`src/rtl/db15_serial_joy_reader.sv`:
```
// Poller for the two-player serial DB15 adapter (74HC165 chain on the user port).
// Produces debounced active-high joystick words; a word updates only after two identical frames.
module db15_serial_joy_reader #(
    parameter int CLK_DIV    = 8,
    parameter int POLL_TICKS = 256,
    parameter int FRAME_BITS = 24
) (
    input  logic        clk,
    input  logic        reset_n,
    input  logic        en,
    input  logic        JOY_DATA,
    output logic        JOY_CLK,
    output logic        JOY_LOAD,
    output logic [15:0] joystick1,
    output logic [15:0] joystick2,
    output logic        frame_done
);
    localparam int CW = (CLK_DIV > 1) ? $clog2(CLK_DIV) : 1;
    localparam int IW = $clog2(POLL_TICKS + 1);
    localparam int BW = $clog2(FRAME_BITS);

    typedef enum logic [2:0] {IDLE, LOAD, SAMPLE, CLKHI, DONE} state_t;

    state_t                state_q, state_d;
    logic [CW-1:0]         div_q, div_d;
    logic [IW-1:0]         idle_q, idle_d;
    logic [BW-1:0]         bit_q, bit_d;
    logic [FRAME_BITS-1:0] shift_q, shift_d;
    logic [FRAME_BITS-1:0] prev_q, prev_d;
    logic [1:0]            sync_q, sync_d;
    logic                  jclk_q, jclk_d;
    logic                  load_q, load_d;
    logic [15:0]           j1_q, j1_d;
    logic [15:0]           j2_q, j2_d;
    logic                  tick;

    assign tick = (div_q == CW'(CLK_DIV - 1));

    always_ff @(posedge clk) begin
        if (!reset_n) begin
            state_q <= IDLE;
            div_q   <= '0;
            idle_q  <= '0;
            bit_q   <= '0;
            shift_q <= '1;
            prev_q  <= '1;
            sync_q  <= '1;
            jclk_q  <= 1'b0;
            load_q  <= 1'b1;
            j1_q    <= '0;
            j2_q    <= '0;
        end else begin
            state_q <= state_d;
            div_q   <= div_d;
            idle_q  <= idle_d;
            bit_q   <= bit_d;
            shift_q <= shift_d;
            prev_q  <= prev_d;
            sync_q  <= sync_d;
            jclk_q  <= jclk_d;
            load_q  <= load_d;
            j1_q    <= j1_d;
            j2_q    <= j2_d;
        end
    end

    always_comb begin
        state_d = state_q;
        div_d   = tick ? '0 : div_q + 1'b1;
        idle_d  = idle_q;
        bit_d   = bit_q;
        shift_d = shift_q;
        prev_d  = prev_q;
        sync_d  = {sync_q[0], JOY_DATA};
        jclk_d  = jclk_q;
        load_d  = load_q;
        j1_d    = j1_q;
        j2_d    = j2_q;
        case (state_q)
            IDLE: begin
                load_d = 1'b1;
                jclk_d = 1'b0;
                if (!en) begin
                    idle_d = '0;
                    j1_d   = '0;
                    j2_d   = '0;
                    prev_d = '1;
                end else if (tick) begin
                    if (idle_q == IW'(POLL_TICKS - 1)) begin
                        idle_d  = '0;
                        load_d  = 1'b0;
                        state_d = LOAD;
                    end else begin
                        idle_d = idle_q + 1'b1;
                    end
                end
            end
            LOAD: begin
                if (tick) begin
                    load_d  = 1'b1;
                    state_d = SAMPLE;
                end
            end
            SAMPLE: begin
                jclk_d = 1'b0;
                // Sample at the end of the low half so data has settled through the synchronizer.
                if (tick) begin
                    shift_d[bit_q] = sync_q[1];
                    jclk_d         = 1'b1;
                    state_d        = CLKHI;
                end
            end
            CLKHI: begin
                if (tick) begin
                    jclk_d = 1'b0;
                    if (bit_q == BW'(FRAME_BITS - 1)) begin
                        state_d = DONE;
                    end else begin
                        bit_d   = bit_q + 1'b1;
                        state_d = SAMPLE;
                    end
                end
            end
            DONE: begin
                bit_d = '0;
                if (shift_q == prev_q) begin
                    j1_d = {4'b0, ~shift_q[11:0]};
                    j2_d = {4'b0, ~shift_q[23:12]};
                end
                prev_d  = shift_q;
                state_d = IDLE;
            end
            default: state_d = IDLE;
        endcase
    end

    assign JOY_CLK    = jclk_q;
    assign JOY_LOAD   = load_q;
    assign joystick1  = j1_q;
    assign joystick2  = j2_q;
    assign frame_done = (state_q == DONE);
endmodule

```
`config.mk`:
```
export PLATFORM = sky130hd
export DESIGN_NAME = db15_serial_joy_reader
export DESIGN_NICKNAME = d
export VERILOG_FILES = /design/src/rtl/db15_serial_joy_reader.sv
export SDC_FILE = /design/constraint.sdc
export NUM_CORES = 1
export LEC_CHECK = 0
export BUFFER_PORTS_ARGS = -buffer_cell sky130_fd_sc_hd__buf_2
export CAP_MARGIN = 20
export CORE_UTILIZATION = 45
export CTS_CLUSTER_DIAMETER = 50
export DETAILED_ROUTE_END_ITERATION = 6
export REMOVE_ABC_BUFFERS = 1
export SKIP_CTS_REPAIR_TIMING = 1
export SKIP_LAST_GASP = 1
export SYNTH_ARGS = -nofsm -noshare
export SYNTH_HDL_FRONTEND = slang
export SYNTH_SLANG_ARGS = --single-unit
```
`constraint.sdc`:
```
create_clock -name clk -period 2.6 [get_ports clk]
set_clock_uncertainty 0.05 [all_clocks]
set_input_delay 0.26 -clock clk [delete_from_list [all_inputs] [get_ports clk]]
set_output_delay 0.26 -clock clk [all_outputs]
set_load 0.02 [all_outputs]
```
After elaboration in Yosys (flattened, before gate mapping)
Cells that the tools add are included.
{ "word_totals": {"register_bits": 104, "mem_bits_ro": 0, "n_memories": 0, "in_bits": 4, "latch_bits": 0, "elab_cells": 84, "out_inout_bits": 35, "mem_bits_rw": 0} }
{ "classes": {"shift": 0, "n_mul": 0, "div": 0, "bitwise_logic": 3, "order_cmp": 2, "mux": 32, "n_eq_ne": 18, "reduce_logical": 15, "addsub": 3} }
{ "ops": {"columns": ["cell", "n"], "rows": [
  ["16-bit case mux with 2 select lines", 2],
  ["16-bit two-way mux", 3],
  ["24-bit case mux with 2 select lines", 1],
  ["9-bit two-way mux", 3],
  ["24-bit bitwise mux", 1],
  ["24-bit == test", 1],
  ["24-bit two-way mux", 1],
  ["12-bit inverter", 2],
  ["3-bit two-way mux", 7],
  ["2-bit != test (second input constant)", 8],
  ["3-bit case mux with 4 select lines", 1],
  ["5-bit two-way mux", 2],
  ["5-bit case mux with 2 select lines", 1],
  ["2-bit AND reduction", 5],
  ["9-bit by 1-bit adder with 9-bit output (second input constant)", 1],
  ["9-bit by 8-bit == test with 1-bit output (second input constant)", 1],
  ["1-bit two-way mux", 7],
  ["3-bit by 2-bit == test with 1-bit output (second input constant)", 2],
  ["3-bit == test (second input constant)", 2],
  ["5-bit by 6-bit < comparator with 1-bit output (second input constant)", 1],
  ["3-bit AND reduction", 2],
  ["6-bit AND reduction", 1],
  ["2-bit nonzero test", 3],
  ["5-bit by 1-bit adder with 5-bit output (second input constant)", 1],
  ["other kinds (13)", 14]
]} }

Logic depth before layout (Yosys ltp)
{ "depth": {"ltp_word": 5, "depth_mapped": 9, "depth_no_buf": 7} }

Least setup slack after synthesis
Ideal clock, no wire load.
{ "synth_timing": {"path_kind": "register to register", "startpoint": "register state_q[0]", "endpoint": "register j1_q[0] (netlist: joystick1[0])", "setup_slack_ns": 0.649, "period_less_slack_ns": 1.951, "n_path_buf": 3, "stages_incl_launch_ff": 9, "arrival_ns": 1.829, "required_time_ns": 2.478, "setup_ns": 0.072, "cell_sequence": "dfxtp_1 -> buf_6 -> or3b_1 -> buf_6 -> inv_6 -> nand4_4 -> nor4_4 -> buf_6 -> mux2i_1"} }
{ "synth_between": {"elab_chain_len": 3, "word_cells_on_any_way": 7, "cone_classes": "eq/ne (3); mux (1); reduce/logical (3)"} }
{ "synth_lines": {"columns": ["element", "line", "source"], "rows": [
  ["start: declaration", "24", "state_t state_q, state_d;"],
  ["start signal: assignment", "53", "state_q <= state_d;"],
  ["3-bit == test (*)", null, null],
  ["via frame_done", "16", "output logic frame_done"],
  ["2-bit by 1-bit != test with 1-bit output (no source line) or 2-bit nonzero test (tied branches)", null, null],
  ["3-bit AND reduction (no source line)", null, null],
  ["end signal: assignment", "62", "j1_q <= j1_d;"],
  ["end: declaration", "33", "logic [15:0] j1_q, j1_d;"]
]} }
Mark *: on every way through the listed nets, which the timed path passes. The rest lies on a longest branch.
A chain may end at the register's enable or synchronous reset.

Final worst setup path
{ "layout_timing": {"startpoint": "register state_q[2]", "endpoint": "output frame_done"} }
{ "layout_between": {"elab_chain_len": 1} }
{ "layout_lines": {"columns": ["element", "line", "source"], "rows": [
  ["3-bit == test", "141", "assign frame_done = (state_q == DONE);"],
  ["end: declaration", "16", null]
]} }
Every way passes these cells.

==> impl_metrics.ini <==
[status]
status = completed

[layout]
finish.utilization_pct = 50.8
num-nets-final = 529
mostFrequentLayoutCells = sky130_fd_sc_hd__nand2_1, sky130_fd_sc_hd__dfxtp_1, sky130_fd_sc_hd__nand3_1
final_common_cell = sky130_fd_sc_hd__nand2_1
count_of_placed_standard_cells_in_the_final_layout_fillers_left_out = 652
drive_above_1_share_pct = 12.2
num_antenna_cells = 0
area_growth_syn_to_layout_pct = 9.92

[critical_path]
cp_data_required_time_ns = 2.29
crit_arrival_ns = 1.81
crit_path_cell_trace = or3b_1 > inv_6 > buf_2
ff2ff_path_depth = 6
cp-start-kind = flip-flop
r2r_setup_slack_ns = 0.48
cp_slowest_stage_delay_ns = 0.67
path_class = reg -> out
r2r_start = state_q[2]
cp_max_fo = 18
reg2reg_to = joystick2[3]
end_kind = output port
slowest_stage = sky130_fd_sc_hd__or3b_1

[global_route]
vias_in_the_first_global_route = 3119
grt_antenna_before_repair = 0
grt_usage_pct = 19.2
grt_pass1_wl_um = 15100
grt_max_degree = 58
globalRoute.totalOverflow = 0

[sta]
relSlewSlack_pct = 41.4
slew_violations = 0
max_clock_freq_mhz = 472
timing.final.hold_violations = 0
fin_crit_ns = 2.12
grt_setup_unrepaired = false
setup_viol = 0
finalCritPeriodShare_pct = 81.5
slew_at_the_pin_closest_to_its_max_slew_limit_ns = 0.878

[clock_network]
number_of_levels_the_h_tree_was_split_into = 3
clockBufferDepth = 2
cts_root_buf = sky130_fd_sc_hd__clkbuf_8
clock_latency_on_the_worst_skew_pair_ns = 0.36
cts.sinks = 96
cts_tree = done
cts.clk_slew.worst_paths_ns = 0.09
cts_inserted_buffers = 9

[drt]
post-route-drc-count = 0
drtPass1Iterations = 4
drt-initial-drc-count = 172
vias = 3358
detail_route.wl_per_cell_um = 13.5
drt-total-wl_um = 8800
ant_nets = 0
vias_per_cell = 5.15

[pwr]
powerDensity_nw_per_um2 = 550
ir_drop_mv = 0.251
power_leakage_nw = 1.78

[yosys]
synth.cell_area_um2 = 4270
seq_area_frac_synth_pct = 45.0
ys_ff_latch = 96
synth_area_per_cell_um2 = 8.53
synth_largest_area_cell = sky130_fd_sc_hd__dfxtp_1
synth_top_cells_by_area = sky130_fd_sc_hd__dfxtp_1, sky130_fd_sc_hd__nand2_1, sky130_fd_sc_hd__mux2i_1, sky130_fd_sc_hd__nand3_1, sky130_fd_sc_hd__xor2_1
netlist.area_leader.share_pct = 45.0
synth-main-ff-cell = sky130_fd_sc_hd__dfxtp_1
yosys_warnings = 0
async_flop_share_pct = 0
synth_cells = 501
synth_cell_type_count = 43
synth-edff-count = 0

[placed_design]
routabilityCongestion = 0.753
place_inst = 636
placement.io_buffers = 30
dpl.hpwl_um = 5770

[worst_hold_path]
hold_class = in -> reg
destination_of_the_worst_hold_path = sync_q[0]
hold_depth = 2
launch_point_of_the_worst_hold_path = JOY_DATA

[floorplan]
rows = 35
io_pins = 39
floorplan.initialDensity_pct = 46.3
die_w_um = 99.5
chipHeight_um = 99.5
design.core.area_um2 = 9240
dieArea_um2 = 9890

[run]
maxCapViolations = 0
-- per-stage QoR --
stage / TNS [ns] / hold slack (ns) / power, W / worst slack, ns / instance area [µm²]
finish: 0 / 0.0224 / 0.00258 / 0.482 / 4700
global route: 0 / 0.0232 / 0.00270 / 0.303 / 4700
global placement: 0 / 0.344 / 0.00158 / 0.531 / 4480
floorplan: -10.06 / 0.272 / 0.00155 / -0.419 / 4070
CTS: 0 / 0.00417 / 0.00263 / 0.444 / 4700
detailed placement: 0 / 0.342 / 0.00159 / 0.467 / 4480
-- kinds of logic (layout without fill, tap and decap cells) --
| kind of cell | Yosys count | in the layout | synth area share, % |
|---|---|---|---|
| buffers and inverters | 50 | 65 | 6.03 |
| XOR/XNOR | 33 | 33 | 6.76 |
| multiplexers | 24 | 24 | 5.62 |
| adder cells (fa/ha/maj) | 7 | 7 | 2.05 |
| other | 1 | 8 | 0.0877 |
| AO/OA/AOI/OAI | 55 | 55 | 7.67 |
| AND/OR/NAND/NOR | 235 | 235 | 26.8 |
| flip-flops | 96 | 96 | 45.0 |
-- layout make-up --
class / instances / area (µm²)
fillers: 900 / 4540
clock inverters: 5 / 63.8
multi-input cells: 362 / 2120
well taps: 129 / 161
clock buffers: 11 / 151
inverters: 6 / 27.5
flip-flops and latches: 96 / 1920
repair buffers: 43 / 248
-- synthesized netlist by cell type, drive strengths merged, types with 2 or more instances --
library cell / count
nand2: 103
or3: 26
nand2b: 3
a22oi: 2
nor4: 5
nand4: 5
and3: 3
o22ai: 24
and2: 5
a21oi: 13
xor2: 22
clkbuf: 30
ha: 7
nor3: 9
xnor2: 11
dfxtp: 96
nor3b: 3
nor2: 20
buf: 14
mux2i: 24
nand3: 47
inv: 6
o21ai: 9
-- state kept, by name, indices dropped and copies added, names as in the netlist --
| name | cells |
|---|---|
| prev_q | 24 |
| shift_q | 24 |
| joystick1 | 12 |
| joystick2 | 12 |
| idle_q | 9 |
| bit_q | 5 |
| div_q | 3 |
| state_q | 3 |
| sync_q | 2 |
| JOY_CLK | 1 |
| JOY_LOAD | 1 |
-- worst max-delay path: cells and delay by family (launching register included) --
family	cells	cell delay (ns)
buffers and inverters	2	0.31
DFF	1	0.47
and+or+nand+nor	1	0.67
-- layer usage --
layer / routed length [µm] / up-vias / track usage, %
li1: - / 1733 / -
met3: 299 / 8 / 4.71
met1: 4370 / 1560 / 25.8
met4: 101 / 0 / 5.09
met2: 4030 / 57 / 31.0
met5: 0 / - / 0
-- worst max path at each step --
stage	start	to	slack, ns	cells after the start
global route	state_q[2]	joystick1[2]	0.30	6
floorplan	state_q[2]	joystick1[0]	-0.42	5
detailed placement	state_q[2]	joystick1[11]	0.47	6
CTS	state_q[2]	frame_done	0.44	3
finish	state_q[2]	frame_done	0.48	3
global placement	div_q[0]	bit_q[3]	0.53	7
-- report_power, final --
part | switching, W | internal, W | total (W)
Combinational | 0.0000561 | 0.0000145 | 0.0000706
Sequential | 0.00000604 | 0.00147 | 0.00148
Clock | 0.000530 | 0.000504 | 0.00103
Total | 0.000592 | 0.00199 | 0.00258
Note: power is estimated with default switching activity, not from simulation.
